File: src/rtl/mem_arb_pkg.sv
// Shared types and constants for the two-port data-memory arbiter.
package mem_arb_pkg;

  typedef enum logic [1:0] {
    IDLE,
    SINGLE,
    BURST
  } arb_state_e;

  localparam logic PORT_CPU   = 1'b0;
  localparam logic PORT_BURST = 1'b1;

  localparam int unsigned BEAT_BYTES = 4;

endpackage

File: src/rtl/mem_arb_burst_cnt.sv
// Burst beat counter for port 1: latches base and clamped length at start,
// produces the beat address (base + 4*i, wrapping) and a last-beat flag.
module mem_arb_burst_cnt
  import mem_arb_pkg::*;
#(
  parameter int MAX_BURST = 16,
  parameter int LEN_W     = $clog2(MAX_BURST + 1)
) (
  input  logic             clk,
  input  logic             rst,
  input  logic             start_i,
  input  logic [31:0]      base_i,
  input  logic [LEN_W-1:0] len_i,
  input  logic             advance_i,
  output logic [31:0]      addr_o,
  output logic             last_o
);

  logic [LEN_W-1:0] cnt_q, cnt_d;
  logic [LEN_W-1:0] last_idx_q, last_idx_d;
  logic [31:0]      base_q, base_d;
  logic [LEN_W-1:0] len_eff;

  always_comb begin
    if (len_i == '0) begin
      len_eff = LEN_W'(1);
    end else if (len_i > LEN_W'(MAX_BURST)) begin
      len_eff = LEN_W'(MAX_BURST);
    end else begin
      len_eff = len_i;
    end
  end

  always_comb begin
    cnt_d      = cnt_q;
    last_idx_d = last_idx_q;
    base_d     = base_q;
    if (start_i) begin
      cnt_d      = '0;
      last_idx_d = len_eff - LEN_W'(1);
      base_d     = base_i;
    end else if (advance_i) begin
      cnt_d = cnt_q + LEN_W'(1);
    end
  end

  // NOTE: non-blocking assignments here so every register samples pre-edge values.
  always_ff @(posedge clk or posedge rst) begin
    if (rst) begin
      cnt_q      <= '0;
      last_idx_q <= '0;
      base_q     <= '0;
    end else begin
      cnt_q      <= cnt_d;
      last_idx_q <= last_idx_d;
      base_q     <= base_d;
    end
  end

  assign addr_o = base_q + (32'(cnt_q) * 32'(BEAT_BYTES));
  assign last_o = (cnt_q == last_idx_q);

endmodule

File: src/rtl/mem_arbiter.sv
// Serialises a CPU single-word port and a burst-fetch port onto one memory.
// Define MEM_ARB_RR_EN for round-robin on ties; otherwise port 0 always wins.
module mem_arbiter
  import mem_arb_pkg::*;
#(
  parameter int MAX_BURST = 16,
  parameter int LEN_W     = $clog2(MAX_BURST + 1)
) (
  input  logic             clk,
  input  logic             rst,
  input  logic             m0_req,
  input  logic             m0_we,
  input  logic [31:0]      m0_addr,
  input  logic [31:0]      m0_wdata,
  output logic             m0_ack,
  output logic [31:0]      m0_rdata,
  input  logic             m1_req,
  input  logic             m1_we,
  input  logic [31:0]      m1_addr,
  input  logic [LEN_W-1:0] m1_len,
  input  logic [31:0]      m1_wdata,
  output logic             m1_wnext,
  output logic             m1_rvalid,
  output logic [31:0]      m1_rdata,
  output logic             m1_done,
  output logic             mem_wr_n,
  output logic [31:0]      mem_addr,
  output logic [31:0]      mem_din,
  input  logic [31:0]      mem_dout
);

  arb_state_e  state_q, state_d;
  logic        m0_ack_q, m0_ack_d;
  logic [31:0] m0_rdata_q, m0_rdata_d;
  logic        m1_rvalid_q, m1_rvalid_d;
  logic [31:0] m1_rdata_q, m1_rdata_d;
  logic        m1_done_q, m1_done_d;

  logic        m0_cand, m1_cand;
  logic        grant_m0, grant_m1;
  logic        burst_start, burst_adv, burst_last;
  logic [31:0] burst_addr;

  mem_arb_burst_cnt #(
    .MAX_BURST (MAX_BURST),
    .LEN_W     (LEN_W)
  ) u_burst_cnt (
    .clk       (clk),
    .rst       (rst),
    .start_i   (burst_start),
    .base_i    (m1_addr),
    .len_i     (m1_len),
    .advance_i (burst_adv),
    .addr_o    (burst_addr),
    .last_o    (burst_last)
  );

  // A requester still holding req during its own ack/done cycle is not re-granted.
  assign m0_cand = m0_req & ~m0_ack_q;
  assign m1_cand = m1_req & ~m1_done_q;

`ifdef MEM_ARB_RR_EN
  logic last_grant_q;

  assign grant_m0 = m0_cand & (~m1_cand | (last_grant_q != PORT_CPU));
  assign grant_m1 = m1_cand & ~grant_m0;

  always_ff @(posedge clk or posedge rst) begin
    if (rst) begin
      last_grant_q <= PORT_BURST;
    end else if (state_q == IDLE) begin
      if (grant_m0) begin
        last_grant_q <= PORT_CPU;
      end else if (grant_m1) begin
        last_grant_q <= PORT_BURST;
      end
    end
  end
`else
  assign grant_m0 = m0_cand;
  assign grant_m1 = m1_cand & ~m0_cand;
`endif

  // NOTE: every signal written here gets a default first so no latch is inferred.
  always_comb begin
    state_d     = state_q;
    m0_ack_d    = 1'b0;
    m0_rdata_d  = m0_rdata_q;
    m1_rvalid_d = 1'b0;
    m1_rdata_d  = m1_rdata_q;
    m1_done_d   = 1'b0;
    burst_start = 1'b0;
    burst_adv   = 1'b0;
    m1_wnext    = 1'b0;
    mem_wr_n    = 1'b1;
    mem_addr    = '0;
    mem_din     = '0;

    case (state_q)
      IDLE: begin
        if (grant_m0) begin
          state_d = SINGLE;
        end else if (grant_m1) begin
          state_d     = BURST;
          burst_start = 1'b1;
        end
      end

      SINGLE: begin
        mem_addr   = m0_addr;
        mem_din    = m0_wdata;
        mem_wr_n   = ~m0_we;
        m0_rdata_d = mem_dout;
        m0_ack_d   = 1'b1;
        state_d    = IDLE;
      end

      BURST: begin
        mem_addr  = burst_addr;
        mem_din   = m1_wdata;
        mem_wr_n  = ~m1_we;
        m1_wnext  = m1_we;
        burst_adv = 1'b1;
        if (!m1_we) begin
          m1_rvalid_d = 1'b1;
          m1_rdata_d  = mem_dout;
        end
        if (burst_last) begin
          m1_done_d = 1'b1;
          state_d   = IDLE;
        end
      end

      default: state_d = IDLE;
    endcase
  end

  always_ff @(posedge clk or posedge rst) begin
    if (rst) begin
      state_q     <= IDLE;
      m0_ack_q    <= 1'b0;
      m0_rdata_q  <= '0;
      m1_rvalid_q <= 1'b0;
      m1_rdata_q  <= '0;
      m1_done_q   <= 1'b0;
    end else begin
      state_q     <= state_d;
      m0_ack_q    <= m0_ack_d;
      m0_rdata_q  <= m0_rdata_d;
      m1_rvalid_q <= m1_rvalid_d;
      m1_rdata_q  <= m1_rdata_d;
      m1_done_q   <= m1_done_d;
    end
  end

  assign m0_ack    = m0_ack_q;
  assign m0_rdata  = m0_rdata_q;
  assign m1_rvalid = m1_rvalid_q;
  assign m1_rdata  = m1_rdata_q;
  assign m1_done   = m1_done_q;

endmodule

File: config.mk
export PLATFORM = sky130hd
export DESIGN_NAME = mem_arbiter
export DESIGN_NICKNAME = d
export VERILOG_FILES = /design/src/rtl/mem_arb_pkg.sv /design/src/rtl/mem_arb_burst_cnt.sv /design/src/rtl/mem_arbiter.sv
export SDC_FILE = /design/constraint.sdc
export NUM_CORES = 1
export LEC_CHECK = 0
export CAP_MARGIN = 20
export CORE_AREA = 2 2 118 120
export CTS_CLUSTER_SIZE = 25
export DETAILED_ROUTE_END_ITERATION = 12
export DIE_AREA = 0 0 120 122
export DONT_BUFFER_PORTS = 1
export GPL_TIMING_DRIVEN = 0
export PLACE_DENSITY_LB_ADDON = 0.25
export SLEW_MARGIN = 0
export SYNTH_ARGS = -nofsm -noshare
export SYNTH_HDL_FRONTEND = slang
export SYNTH_SLANG_ARGS = --single-unit
File: constraint.sdc
create_clock -name clk -period 3.9 [get_ports clk]
set_input_delay 0.39 -clock clk [delete_from_list [all_inputs] [get_ports clk]]
set_output_delay 0.39 -clock clk [all_outputs]
set_load 0.01 [all_outputs]
==> out/metrics.cfg <==
[run_status]
status=finished with violations
violations=negative hold slack

[yosys]
post-synth-top-count-cell=dfrtp_1
ys_types=43
seq_area_frac_synth=0.472
synthCells=550
syn_avg_cell_area_um2=10.7
syn_nets=732
synth_common_cells=dfrtp_1, mux2_2, nor2_1, nand2_1, a22oi_1
yosysWarnings=0
yosysTopAreaCellShare=0.472
yosys.area.top_type=dfrtp_1
netlist_area_um2=5880
synth_edf_count=0
synthTopCellsByArea=dfrtp_1, mux2_2, a22oi_1
async_reset_ff_frac=1.00
synthFlopType=dfrtp_1
ys_seq_elements=111

[drt]
vias=4392
drt_iter0_markers=253
routed_wl_um=15800
firstDrtPassIters=4
postRouteAntennaNets=0
viasPerCell=5.88
wl_per_cell_um=21.2
drc=0

[hold_path]
hp-class=in2async

[place]
port_buffers=0
place_hpwl_um=12300
routabilityCongestion=0.847
dp_cells=731

[worst_setup_path]
crit_type=reg2out
critPathLaunchType=flip-flop
endpoint_kind=output port
cp_slowest_cell=dfrtp_1
reg2regPathDepth=5
cpPeakStageDelay_ps=460
cp_cell_sequence=ha_1 -> inv_1 -> fa_1 -> nor2b_1 -> o31a_1 -> clkbuf_1 -> o2111ai_1 -> xnor2_1 -> o21ai_0
critPathMaxFanout=10
worstPathArrival_ps=2950
required_ps=3510

[sta]
slew_headroom=0.512
finalHoldViolCount=9
grt_setup_unrepaired=no
slew_violations=0
whs_ps=-4.30
setup_violations=0
max_freq_ghz=0.299
worst_pin_slew_ps=732
fin_crit_sh=0.857
clock_skew_ps=3.53
post-route-min-period_ps=3340

[global_routing]
grt_max_degree=66
grt_pass1_wl_um=23400
grt_use_total=0.208
first_global_vias=4322
grt_overflow=0
antenna_found_initial=1

[pwr]
powerDensity_nw_per_um2=844
ir_drop_uv=390
leakage_uw=0.00254
total_power_uw=5430

[finish]
fin_nets=744
areaGrowthSynthToFinish_pct=9.51
drive_gt1_frac=0.212
instances_no_fill=747

[run]
maxCapViolations=0

[cts]
clk_latency_ps=350
clkTransAtPathRegs_ps=70
cts_max_path_buffers=2
ctsHtreeMaxLevel=3
numCtsBuffers=9
ctsHoldBuffers=0
cts.sinks=111
cts_tree=yes
post_cts_buffers=0
clock-root-buffer=clkbuf_16
cts-resized-gates=0

[die]
pin_count=304
coreArea_um2=13500
die_area_um2=14600
initial_core_util=0.436
die_x_um=120
num_rows=43
die_y_um=122

where the power goes:
part / switching [uW] / internal (uW)
clock network: 437 / 506
registers: 688 / 1720
logic: 1140 / 942
total: 2260 / 3170
layer usage:
metal	vias up	share of wire	wire length, um	GRT usage
li1	1984	-	-	-
met1	2148	0.40	6300	0.259
met2	251	0.47	7480	0.335
met3	9	0.12	1920	0.0880
met4	0	0.0088	139	0.0493
met5	-	0	0	0
layout by cell type, fill, tap and decap left out, types with 3 or more instances in the layout:
master	count
a2111oi_2	3
ha_1	10
nor2_1	48
nand2b_1	5
nand2_1	44
nand4_1	6
a22oi_1	37
and2_1	4
dfrtp_1	111
nor4_1	3
o21ai_1	3
o211ai_1	7
nor3_1	4
buf_1	9
clkbuf_16	9
xor2_1	14
a21oi_1	13
o21ai_0	28
a211oi_1	4
inv_1	12
and3_1	3
nand3_1	10
mux2_2	97
and4_1	4
xnor2_1	19
nor2b_1	3
clkbuf_1	25
stage by stage:
stage	utilization	cell area, um2	setup WS (ps)	TNS (ps)
CTS	0.477	6440	438	0
global placement	0.452	6110	-473	-51960
detailed placement	0.454	6140	846	0
finish	0.477	6440	559	0
floorplan	-	5880	579	0
global route	0.477	6440	322	0
final cells by class:
cell class                      instances  area [um2]
Clock buffer                            9         225
Antenna cell                            1        2.50
Buffer                                 35         133
Clock inverter                          6        76.3
Fill cell                            1282        7060
Tap cell                              180         225
Sequential cell                       111        2780
Timing Repair Buffer                    1        27.5
Multi-Input combinational cell        391        2920
Inverter                               13        51.3
cells by family (layout without fill, tap and decap cells):
kind of cell / after synthesis / count (layout) / share of synthesized area
simple gates: 139 / 139 / 0.109
fa+ha+maj: 11 / 11 / 0.0247
mux: 99 / 99 / 0.189
buf+inv: 48 / 64 / 0.0308
compound gates: 109 / 109 / 0.125
other cells: 0 / 1 / 0
flops: 111 / 111 / 0.472
xor+xnor: 33 / 33 / 0.0491
registers in the layout, summed over array words and instances, names as in the netlist:
register                count
m0_ack                      1
m0_rdata                   32
m1_done                     1
m1_rdata                   32
m1_rvalid                   1
state_q                     2
u_burst_cnt.base_q         32
u_burst_cnt.cnt_q           5
u_burst_cnt.last_idx_q      5
critical path, delay by kind of cell (launching register included):
family,cells,cell delay [ps]
fa+ha+maj,2,620
compound gates,3,690
flops,1,460
buf+inv,2,470
xor+xnor,1,190
simple gates,1,160
worst paths after layout:
path / from / to / slack [ps]
min in group clk: m1_addr[19] / u_burst_cnt.base_q[19] / 180
max in group asynchronous: rst / m0_rdata[3] / 3190
worst min register to register: u_burst_cnt.base_q[1] / u_burst_cnt.base_q[1] / 510
worst max-delay path: u_burst_cnt.cnt_q[0] / mem_addr[26] / 560
worst max register to register: state_q[1] / m0_rdata[10] / 1610
worst min-delay path: rst / u_burst_cnt.base_q[24] / -4
Power figures use the tool's default switching activity.
